## config.mk

```make
export PLATFORM = sky130hd
export DESIGN_NAME = rggen_maskable_register_array_flat
export DESIGN_NICKNAME = d
export VERILOG_FILES = /design/src/rtl/rggen_maskable_register_array_if.sv /design/src/rtl/rggen_maskable_register_array.sv /design/src/flat_wrapper.sv
export SDC_FILE = /design/constraint.sdc
export NUM_CORES = 1
export LEC_CHECK = 0
export CAP_MARGIN = 20
export CORE_ASPECT_RATIO = 0.6
export CORE_MARGIN = 2
export CORE_UTILIZATION = 30
export CTS_BUF_LIST = sky130_fd_sc_hd__clkbuf_16
export DETAILED_ROUTE_END_ITERATION = 10
export PLACE_DENSITY = 0.85
export SYNTH_ARGS = -nofsm -noshare
export SYNTH_HDL_FRONTEND = slang
export SYNTH_SLANG_ARGS = --single-unit
```

## constraint.sdc

```tcl
create_clock -name i_clk -period 2.6 [get_ports i_clk]
set_input_delay 0.52 -clock i_clk [delete_from_list [all_inputs] [get_ports i_clk]]
set_output_delay 0.52 -clock i_clk [all_outputs]
set_load 0.05 [all_outputs]
```

## src/rtl/rggen_maskable_register_array_if.sv

```systemverilog
// Bus-side handshake bundle for rggen_maskable_register_array.
// The master drives the request, and the register drives the response.
interface rggen_maskable_register_array_if #(
    parameter int ADDRESS_WIDTH = 8,
    parameter int BUS_WIDTH     = 32
);
    logic                     valid;
    logic [1:0]               access;
    logic [ADDRESS_WIDTH-1:0] address;
    logic [BUS_WIDTH-1:0]     write_data;
    logic [BUS_WIDTH-1:0]     strobe;
    logic                     active;
    logic                     ready;
    logic [1:0]               status;
    logic [BUS_WIDTH-1:0]     read_data;

    modport master (
        output valid, access, address, write_data, strobe,
        input  active, ready, status, read_data
    );

    modport slave (
        input  valid, access, address, write_data, strobe,
        output active, ready, status, read_data
    );
endinterface

```

## src/rtl/rggen_maskable_register_array.sv

```systemverilog
// Multi-word maskable register: each bus word carries {mask, data}; supports ready latency and a hardware update port.
// Optional macro RGGEN_MASKABLE_REGISTER_WRITE_EVENT_EN adds o_write_event (the per-bit mask of the last bus commit).
`ifndef RGGEN_READ
`define RGGEN_READ 2'b10
`endif
`ifndef RGGEN_OKAY
`define RGGEN_OKAY 2'b00
`endif
`ifndef RGGEN_SLAVE_ERROR
`define RGGEN_SLAVE_ERROR 2'b10
`endif

module rggen_maskable_register_array #(
    parameter bit                       READABLE       = 1'b1,
    parameter bit                       WRITABLE       = 1'b1,
    parameter int                       ADDRESS_WIDTH  = 8,
    parameter logic [ADDRESS_WIDTH-1:0] OFFSET_ADDRESS = '0,
    parameter int                       BUS_WIDTH      = 32,
    parameter int                       DATA_WIDTH     = 16,
    parameter logic [DATA_WIDTH-1:0]    INITIAL_VALUE  = '0,
    parameter int unsigned              READY_LATENCY  = 0
)(
    input  logic                             i_clk,
    input  logic                             i_rst,
    rggen_maskable_register_array_if.slave   register_if,
    output logic [DATA_WIDTH-1:0]            o_register_value,
`ifdef RGGEN_MASKABLE_REGISTER_WRITE_EVENT_EN
    output logic [DATA_WIDTH-1:0]            o_write_event,
`endif
    input  logic                             i_hw_write_valid,
    input  logic [DATA_WIDTH-1:0]            i_hw_write_mask,
    input  logic [DATA_WIDTH-1:0]            i_hw_write_data
);
    localparam int H     = BUS_WIDTH / 2;
    localparam int WORDS = (DATA_WIDTH + H - 1) / H;
    localparam int BYTES = BUS_WIDTH / 8;
    localparam int LSB   = $clog2(BYTES);
    localparam int PW    = WORDS * H;
    localparam logic [3:0] LOAD = 4'(READY_LATENCY - 1);

    typedef enum logic {IDLE, WAIT} state_t;

    state_t                  state, state_next;
    logic [3:0]              count, count_next;
    logic [WORDS-1:0]        hit;
    logic                    active;
    logic                    is_read;
    logic                    ready;
    logic                    commit;
    logic [1:0]              status;
    logic [BUS_WIDTH-1:0]    read_data;
    logic [PW-1:0]           bm_pad, bd_pad, value_pad;
    logic [H-1:0]            rd_word;
    logic [DATA_WIDTH-1:0]   bus_mask, bus_data;
    logic [DATA_WIDTH-1:0]   value_q, value_next;
    logic                    unused;

    function automatic logic [ADDRESS_WIDTH-LSB-1:0] word_base(input int unsigned k);
        logic [ADDRESS_WIDTH-1:0] a;
        a = OFFSET_ADDRESS + ADDRESS_WIDTH'(k * BYTES);
        return a[ADDRESS_WIDTH-1:LSB];
    endfunction

    always_comb begin
        hit = '0;
        for (int unsigned k = 0; k < WORDS; k++) begin
            hit[k] = (register_if.address[ADDRESS_WIDTH-1:LSB] == word_base(k));
        end
    end

    assign active    = register_if.valid & (|hit);
    assign is_read   = (register_if.access == `RGGEN_READ);
    assign value_pad = PW'(value_q);

    // Words beyond DATA_WIDTH live in the padded vectors and are dropped on truncation.
    always_comb begin
        bm_pad  = '0;
        bd_pad  = '0;
        rd_word = '0;
        for (int unsigned k = 0; k < WORDS; k++) begin
            if (hit[k]) begin
                bm_pad[k*H +: H] = register_if.write_data[BUS_WIDTH-1:H] & register_if.strobe[BUS_WIDTH-1:H];
                bd_pad[k*H +: H] = register_if.write_data[H-1:0];
                rd_word          = value_pad[k*H +: H];
            end
        end
    end

    assign bus_mask = bm_pad[DATA_WIDTH-1:0];
    assign bus_data = bd_pad[DATA_WIDTH-1:0];
    assign unused   = ^{register_if.address[LSB-1:0], register_if.strobe[H-1:0], bm_pad, bd_pad};

    always_ff @(posedge i_clk) begin
        if (i_rst) begin
            state <= IDLE;
            count <= '0;
        end else begin
            state <= state_next;
            count <= count_next;
        end
    end

    always_comb begin
        state_next = state;
        count_next = count;
        case (state)
            IDLE: begin
                if (active && (READY_LATENCY != 0)) begin
                    state_next = WAIT;
                    count_next = LOAD;
                end
            end
            WAIT: begin
                if (!active) begin
                    state_next = IDLE;
                    count_next = '0;
                end else if (count == '0) begin
                    state_next = IDLE;
                end else begin
                    count_next = count - 4'd1;
                end
            end
            default: begin
                state_next = IDLE;
                count_next = '0;
            end
        endcase
    end

    always_comb begin
        status    = `RGGEN_OKAY;
        read_data = '0;
        commit    = 1'b0;
        ready     = !i_rst && active &&
                    (((state == IDLE) && (READY_LATENCY == 0)) ||
                     ((state == WAIT) && (count == '0)));
        if (ready) begin
            if (is_read) begin
                if (READABLE) read_data = {{(BUS_WIDTH-H){1'b0}}, rd_word};
                else          status    = `RGGEN_SLAVE_ERROR;
            end else begin
                if (WRITABLE) commit = 1'b1;
                else          status = `RGGEN_SLAVE_ERROR;
            end
        end
    end

    assign register_if.active    = active;
    assign register_if.ready     = ready;
    assign register_if.status    = status;
    assign register_if.read_data = read_data;

    // Hardware update first, bus mask second: the bus wins on overlapping bits.
    always_comb begin
        value_next = value_q;
        if (i_hw_write_valid) begin
            value_next = (value_next & ~i_hw_write_mask) | (i_hw_write_data & i_hw_write_mask);
        end
        if (commit) begin
            value_next = (value_next & ~bus_mask) | (bus_data & bus_mask);
        end
    end

    always_ff @(posedge i_clk) begin
        if (i_rst) value_q <= INITIAL_VALUE;
        else       value_q <= value_next;
    end

    assign o_register_value = value_q;

`ifdef RGGEN_MASKABLE_REGISTER_WRITE_EVENT_EN
    always_ff @(posedge i_clk) begin
        if (i_rst)       o_write_event <= '0;
        else if (commit) o_write_event <= bus_mask;
        else             o_write_event <= '0;
    end
`endif
endmodule

```

## src/flat_wrapper.sv

```systemverilog
// flat-port wrapper written by rule: the top's interface ports become plain ports
module rggen_maskable_register_array_flat 
#(
    parameter bit                       READABLE       = 1'b1,
    parameter bit                       WRITABLE       = 1'b1,
    parameter int                       ADDRESS_WIDTH  = 8,
    parameter logic [ADDRESS_WIDTH-1:0] OFFSET_ADDRESS = '0,
    parameter int                       BUS_WIDTH      = 32,
    parameter int                       DATA_WIDTH     = 16,
    parameter logic [DATA_WIDTH-1:0]    INITIAL_VALUE  = '0,
    parameter int unsigned              READY_LATENCY  = 0
)
  (i_clk, i_rst, o_register_value, i_hw_write_valid, i_hw_write_mask, i_hw_write_data, register_if_valid, register_if_access, register_if_address, register_if_write_data, register_if_strobe, register_if_active, register_if_ready, register_if_status, register_if_read_data);
  rggen_maskable_register_array_if #(.ADDRESS_WIDTH(ADDRESS_WIDTH), .BUS_WIDTH(BUS_WIDTH)) register_if_i ();
  input  logic i_clk;
  input  logic i_rst;
  output logic [DATA_WIDTH-1:0] o_register_value;
  input  logic i_hw_write_valid;
  input  logic [DATA_WIDTH-1:0] i_hw_write_mask;
  input  logic [DATA_WIDTH-1:0] i_hw_write_data;
  input wire logic [$bits(register_if_i.valid)-1:0] register_if_valid;
  input wire logic [$bits(register_if_i.access)-1:0] register_if_access;
  input wire logic [$bits(register_if_i.address)-1:0] register_if_address;
  input wire logic [$bits(register_if_i.write_data)-1:0] register_if_write_data;
  input wire logic [$bits(register_if_i.strobe)-1:0] register_if_strobe;
  output wire logic [$bits(register_if_i.active)-1:0] register_if_active;
  output wire logic [$bits(register_if_i.ready)-1:0] register_if_ready;
  output wire logic [$bits(register_if_i.status)-1:0] register_if_status;
  output wire logic [$bits(register_if_i.read_data)-1:0] register_if_read_data;
  assign register_if_i.valid = register_if_valid;
  assign register_if_i.access = register_if_access;
  assign register_if_i.address = register_if_address;
  assign register_if_i.write_data = register_if_write_data;
  assign register_if_i.strobe = register_if_strobe;
  assign register_if_active = register_if_i.active;
  assign register_if_ready = register_if_i.ready;
  assign register_if_status = register_if_i.status;
  assign register_if_read_data = register_if_i.read_data;
  rggen_maskable_register_array #(.READABLE(READABLE), .WRITABLE(WRITABLE), .ADDRESS_WIDTH(ADDRESS_WIDTH), .OFFSET_ADDRESS(OFFSET_ADDRESS), .BUS_WIDTH(BUS_WIDTH), .DATA_WIDTH(DATA_WIDTH), .INITIAL_VALUE(INITIAL_VALUE), .READY_LATENCY(READY_LATENCY)) u_core (.i_clk(i_clk), .i_rst(i_rst), .register_if(register_if_i), .o_register_value(o_register_value), .i_hw_write_valid(i_hw_write_valid), .i_hw_write_mask(i_hw_write_mask), .i_hw_write_data(i_hw_write_data));
endmodule
```

==> results of run 1 <==
logic make-up after synthesis:
group,share of synthesized area
flip-flops,0.2551
AND/OR/NAND/NOR,0.3918
multiplexers,0.09946
AO/OA/AOI/OAI,0.1002
XOR/XNOR,0.005316
adder cells (fa/ha/maj),0.01518
buffers and inverters,0.1306
other,0.002276
cells in the final DEF (no fill, tap or decap), drive strengths merged:
| cell | instances |
|---|---|
| nand2b | 2 |
| or4 | 1 |
| a21oi | 4 |
| buf | 51 |
| nand3 | 6 |
| o22ai | 1 |
| a31oi | 1 |
| mux2 | 3 |
| or3b | 1 |
| mux2i | 13 |
| xnor2 | 1 |
| a211oi | 14 |
| nor4b | 14 |
| nor3 | 2 |
| nor2b | 4 |
| dfxtp | 21 |
| clkbuf | 3 |
| inv | 4 |
| nor2 | 2 |
| conb | 18 |
| and2 | 1 |
| nand4 | 16 |
| and3 | 16 |
| nor3b | 1 |
| o21ai | 3 |
| clkdlybuf4s50 | 99 |
| ha | 2 |
| or4b | 1 |
| clkdlybuf4s15 | 2 |
| nand2 | 34 |
what timing repair did:
item / CTS / global route
endpoints found under the setup margin: 18 / 17
pin swaps: 4 / 2
gates cloned: 3 / 0
setup buffers: 10 / 3
resized for setup: 56 / 2
power groups by stage:
| stage | sequential (mW) | clock, mW | combinational [mW] |
|---|---|---|---|
| after floorplan | 0.390 | 0 | 0.139 |
| after CTS | 0.343 | 0.334 | 0.356 |
| after global routing | 0.345 | 0.348 | 0.375 |
| final | 0.344 | 0.323 | 0.355 |
| after detailed placement | 0.350 | 0 | 0.356 |
| after global placement | 0.349 | 0 | 0.350 |
sequential cells by signal (all words and copies together), names as in the netlist:
| signal | cells |
|---|---|
| u_core.o_register_value | 16 |
| u_core.count | 4 |
| u_core.state | 1 |
tightest hold or removal path, stage by stage, from the launching register on:
cell and delay (ns):
dfxtp_1 0.34, nand2_1 0.06, o21ai_0 0.06
per-layer routing:
| metal | GRT usage | vias up | share of wire |
|---|---|---|---|
| met3 | 0.05108 | 6 | 0.064 |
| met5 | 0 | - | 0 |
| met1 | 0.2521 | 974 | 0.44 |
| met4 | 0.02935 | 0 | 0.0099 |
| met2 | 0.3900 | 79 | 0.49 |
| li1 | - | 982 | - |
through the flow:
step           cells  setup TNS (ns)  hold WS [ns]  utilization  power [mW]
2_1_floorplan    216         -0.3229        0.4726            -      0.5288
3_3_place_gp     390          -4.625        0.4906       0.6116      0.6990
3_5_place_dp     390          -4.818        0.5035       0.6116      0.7055
4_1_cts          407         -0.1944        0.5176       0.6713       1.033
5_1_grt          407         -0.7937        0.5717       0.6669       1.068
6_report         407         -0.2108        0.5195       0.6669       1.022
area by class of cell:
type | count | area, µm²
clock buffers | 3 | 75.07
clock inverters | 1 | 3.754
fillers | 413 | 1725
inverters | 3 | 11.26
multi-input cells | 161 | 1189
flip-flops and latches | 21 | 422.9
well taps | 66 | 82.58
repair buffers | 152 | 1670
cells in the mapped netlist (3+ instances only):
master	count	area share
nand2_1	34	0.077
dfxtp_1	21	0.26
buf_4	18	0.082
and3_1	16	0.061
nand4_1	16	0.061
a211oi_1	13	0.059
mux2i_1	13	0.079
nor4b_2	10	0.091
clkbuf_1	6	0.014
nand3_1	6	0.018
a21oi_1	4	0.012
nor2b_1	4	0.015
nor4b_1	4	0.021
inv_1	3	0.0068
mux2_2	3	0.020
o21ai_0	3	0.0091
worst max path at each step:
stage | startpoint | to | cells after the start
after floorplan | register_if_address[7] | register_if_read_data[10] | 4
after global placement | register_if_address[7] | register_if_read_data[5] | 6
after detailed placement | register_if_address[7] | register_if_read_data[7] | 6
after CTS | u_core.count[1] | register_if_read_data[7] | 9
after global routing | u_core.count[0] | register_if_read_data[0] | 9
final | register_if_address[4] | register_if_read_data[0] | 8
==> impl_metrics.py, run 1 <==
metrics = {
    "run_status": {
        "status": "finished, violations left",
        "violations": "setup timing",
    },
    "logic_synthesis": {
        "async_reset_ff_frac": 0,
        "netlist_instances": 199,
        "synth.distinct_cells": 34,
        "ys_ff_latch": 21,
        "synth_area_um2": 1648,
        "synth_seq_area_share": 0.2551,
        "synth_edf_count": 0,
        "ys.flop_type": "dfxtp_1",
        "synth_warnings": 0,
        "synth_area_per_cell_um2": 8.281,
    },
    "power": {
        "switching_power_uw": 311.1,
        "pwr-share-seq": 0.336,
        "ir_worst_vdd_mv": 0.2631,
        "power_density_nw_per_um2": 295.9,
        "power.leakage_nw": 1.343,
        "p_clk_frac": 0.316,
        "p_sw_frac": 0.3044,
        "pwr-share-comb": 0.348,
        "internal-power_uw": 711.0,
    },
    "timing": {
        "period_share": 1.011,
        "min_period_ns": 2.630,
        "finalHoldViolations": 0,
        "fin_skew_ns": 0.004905,
        "fmax_mhz": 380.3,
        "finalSetupViolCount": 11,
        "drv_slew": 0,
        "max-slew-margin-rel": 0.6492,
        "tightest_slew_ns": 0.5245,
        "grt_setup_unrepaired": "true",
        "fin_ws_ns": -0.02957,
    },
    "critical_path": {
        "start_kind": "input port",
        "r2r_end": "u_core.o_register_value[5]",
        "slowest_stage": "or4_4",
        "r2r_cells": 10,
        "path_max_fanout": 6,
        "crit_family": "simple AND/OR/NAND/NOR gates",
        "crit_path_end_kind": "output port",
        "cp.required_ns": 2.08,
        "worstReg2RegStart": "u_core.count[0]",
        "timing.critical_path.cells": "buf_6, or4_4, a211oi_4, buf_6, buf_12, buf_8, and3_4, buf_12",
        "cp_num_buf_inv": 5,
        "reg2reg_slack_ns": 0.43,
        "cp.arrival_ns": 2.11,
        "crit_type": "input port to output port",
        "cpPeakStageDelay_ns": 0.55,
    },
    "global_routing": {
        "grt.total_usage": 0.2070,
        "grt_first_pass_wirelength_mm": 9.963,
        "grt_pass1_vias": 2134,
        "antenna_found_initial": 0,
        "grt_remaining_overflow": 0,
        "grt_max_degree": 24,
    },
    "die": {
        "die_x_um": 99.68,
        "dieArea_um2": 6121,
        "start_util": 0.3181,
        "coreArea_um2": 5180,
        "dieHeight_um": 61.41,
        "io_pins": 162,
        "rows": 20,
    },
    "drt": {
        "drt_iter0_drc": 42,
        "routed_wl_mm": 6.344,
        "post_drt_via_cell_ratio": 5.015,
        "dr.pass1.iters": 6,
        "remaining_drc_errors": 0,
        "wire_per_inst_um": 15.59,
        "vias": 2041,
        "drtAntennaViolNets": 0,
    },
    "clock_tree": {
        "cts_buffers": 3,
        "cts_num_sinks": 21,
        "cts_root_buffer": "clkbuf_16",
        "postCtsHoldBufs": 0,
        "cts_tree": "yes",
        "clockBufferDepth": 2,
        "path_clk_slew_ns": 0.06,
        "h-tree-depth": 1,
        "clock_latency_ns": 0.25,
    },
    "flow_run": {
        "drv_cap": 0,
    },
    "finish": {
        "stdcell_area_um2": 3455,
        "diodes": 0,
        "fin_nets": 454,
        "syn2layout_area_growth_pct": 109.6,
        "drive_gt1_frac": 0.2757,
    },
    "place": {
        "dpl_cell_area_um2": 3168,
        "port_buffers": 125,
        "dp_slack_ns": -0.3026,
        "place.gp.congestion": 0.8249,
        "dp_hpwl_mm": 4.744,
    },
    "min_path": {
        "worstHoldPathCells": 2,
        "hold-path-endpoint": "u_core.count[3]",
        "hp-class": "flip-flop to flip-flop",
        "hp-start": "u_core.count[3]",
    },
}
Note: power is estimated with default switching activity, not from simulation.
==> inputs of run 2 (changes only) <==
--- a/config.mk
+++ b/config.mk
@@ -12,6 +12,7 @@
 export CTS_BUF_LIST = sky130_fd_sc_hd__clkbuf_16
 export DETAILED_ROUTE_END_ITERATION = 10
 export PLACE_DENSITY = 0.85
+export SLEW_MARGIN = 20
 export SYNTH_ARGS = -nofsm -noshare
 export SYNTH_HDL_FRONTEND = slang
 export SYNTH_SLANG_ARGS = --single-unit
==> results of run 2 <==
No change in the layout: final DEF, timing and power equal those of run 1.
==> inputs of run 3 (changes only) <==
--- a/config.mk
+++ b/config.mk
@@ -7,7 +7,7 @@
 export LEC_CHECK = 0
 export CAP_MARGIN = 20
 export CORE_ASPECT_RATIO = 0.6
-export CORE_MARGIN = 2
+export CORE_MARGIN = 1.5
 export CORE_UTILIZATION = 30
 export CTS_BUF_LIST = sky130_fd_sc_hd__clkbuf_16
 export DETAILED_ROUTE_END_ITERATION = 10
==> run 3 against run 2 <==
  * The run ends with DRC left
  * Clock-buffer cell count stayed put
  * Via count is 2.5% lower
  * Final cell count is 0.49% lower
  * Die area is 2.6% lower
  * Setup slack better by 0.051 ns
  * Critical endpoint is now register_if_read_data[13]
  * Sequential share of layout area is 0.27 points higher
==> impl_metrics.py, run 3 (synthesized netlist as in run 1, its figures left out) <==
metrics = {
    "run_status": {
        "status": "finished, violations left",
        "violations": "DRC",
    },
    "critical_path": {
        "cpPeakStageDelay_ns": 0.56,
        "crit_family": "simple AND/OR/NAND/NOR gates",
        "r2r_cells": 10,
        "start_kind": "input port",
        "path_max_fanout": 8,
        "cp.arrival_ns": 2.06,
        "timing.critical_path.cells": "buf_6, or4_4, a211oi_4, buf_4, buf_6, and3_4, buf_12",
        "slowest_stage": "or4_4",
        "cp.required_ns": 2.08,
        "crit_path_end_kind": "output port",
        "crit_type": "input port to output port",
        "cpMostUsedCell": "buf_6",
        "cp_num_buf_inv": 4,
        "cp.depth": 7,
    },
    "drt": {
        "post_drt_via_cell_ratio": 4.911,
        "remaining_drc_errors": 8,
        "vias": 1989,
        "dr.pass1.iters": 10,
        "wire_per_inst_um": 15.52,
        "routed_wl_mm": 6.287,
        "drtAntennaViolNets": 0,
        "drt_iter0_drc": 70,
    },
    "place": {
        "dp_hpwl_mm": 4.679,
        "place.gp.congestion": 0.8415,
        "dp_slack_ns": -0.3309,
        "port_buffers": 125,
        "dpl_cell_area_um2": 3161,
    },
    "timing": {
        "grt_setup_unrepaired": "true",
        "period_share": 0.9919,
        "fmax_mhz": 387.7,
        "max-slew-margin-rel": 0.6455,
        "drv_slew": 0,
        "finalHoldViolations": 0,
        "finalSetupViolCount": 0,
        "fin_ws_ns": 0.02101,
        "fin_skew_ns": 0.001211,
        "min_period_ns": 2.579,
        "tightest_slew_ns": 0.5300,
        "setup_tns_ns": 0,
    },
    "die": {
        "die_x_um": 98.68,
        "start_util": 0.3181,
        "dieHeight_um": 60.41,
        "dieArea_um2": 5961,
        "rows": 20,
        "io_pins": 162,
        "coreArea_um2": 5180,
    },
    "finish": {
        "largest_reg_flops": 16,
        "syn2layout_area_growth_pct": 105.2,
        "layout_commonest_cell": "clkdlybuf4s50_1",
        "stdcell_area_um2": 3381,
        "mostFrequentLayoutCells": "clkdlybuf4s50_1 (99), nand2_1 (34), buf_4 (19), buf_12 (19), dfxtp_1 (19)",
        "drive_gt1_frac": 0.2596,
        "fin_nets": 452,
        "utilization": 0.6527,
        "diodes": 0,
    },
    "clock_tree": {
        "cts_num_sinks": 21,
        "clockBufferDepth": 2,
        "clock_latency_ns": 0.25,
        "cts_root_buffer": "clkbuf_16",
        "postCtsHoldBufs": 0,
        "h-tree-depth": 1,
        "cts_buffers": 3,
        "path_clk_slew_ns": 0.06,
        "cts_tree": "yes",
    },
    "power": {
        "power_density_nw_per_um2": 302.9,
        "power.leakage_nw": 1.337,
        "ir_worst_vdd_mv": 0.3119,
    },
    "global_routing": {
        "grt.total_usage": 0.2033,
        "grt_remaining_overflow": 0,
        "antenna_found_initial": 0,
        "grt_pass1_vias": 1974,
        "grt_max_degree": 23,
        "grt_first_pass_wirelength_mm": 9.425,
    },
    "min_path": {
        "worstHoldPathCells": 2,
        "hp-class": "flip-flop to flip-flop",
    },
    "flow_run": {
        "drv_cap": 0,
    },
}
==> run 3: layer usage <==
layer / vias up / track usage / share of wire
met1: 938 / 0.2538 / 0.44
li1: 972 / - / -
met3: 2 / 0.04493 / 0.066
met5: - / 0 / 0
met4: 0 / 0.02653 / 0.0022
met2: 77 / 0.3800 / 0.49
==> run 3: report_power, final <==
part	total (mW)	internal (mW)	switching [mW]
registers	0.343	0.334	0.00894
logic	0.353	0.172	0.181
clock network	0.328	0.207	0.122
total	1.02	0.712	0.312
==> run 3: what timing repair did <==
action                                  in CTS  in global routing
cloned                                       3                  0
buffers inserted                             7                  2
endpoints found under the setup margin      18                 17
pin swaps                                    3                  3
resized for setup                           43                  6
==> run 3: worst paths after layout <==
kind                                endpoint  slack [ns]              startpoint
setup / recovery   register_if_read_data[13]        0.02  register_if_address[5]
hold / removal               u_core.count[3]        0.52         u_core.count[3]
setup reg to reg  u_core.o_register_value[0]        0.40         u_core.count[0]
hold reg to reg              u_core.count[3]        0.52         u_core.count[3]
==> run 3: tightest hold or removal path: stages, from the launching register on <==
cell     delay, ns
dfxtp_1       0.34
nand2_1       0.06
o21ai_0       0.07
==> run 3: per-stage QoR <==
stage	total power [mW]	cells	hold WS [ns]
3_5_place_dp	0.7052	389	0.5059
4_1_cts	1.033	403	0.5178
5_1_grt	1.067	405	0.5544
3_3_place_gp	0.6989	389	0.4916
2_1_floorplan	0.5288	216	0.4726
6_report	1.024	405	0.5199
==> run 3: cell type report <==
cell class,instances,area [µm²]
Tap cell,66,82.58
Fill cell,438,1799
Clock buffer,3,75.07
Clock inverter,1,5.005
Timing Repair Buffer,150,1620
Sequential cell,21,422.9
Multi-Input combinational cell,161,1164
Inverter,3,11.26
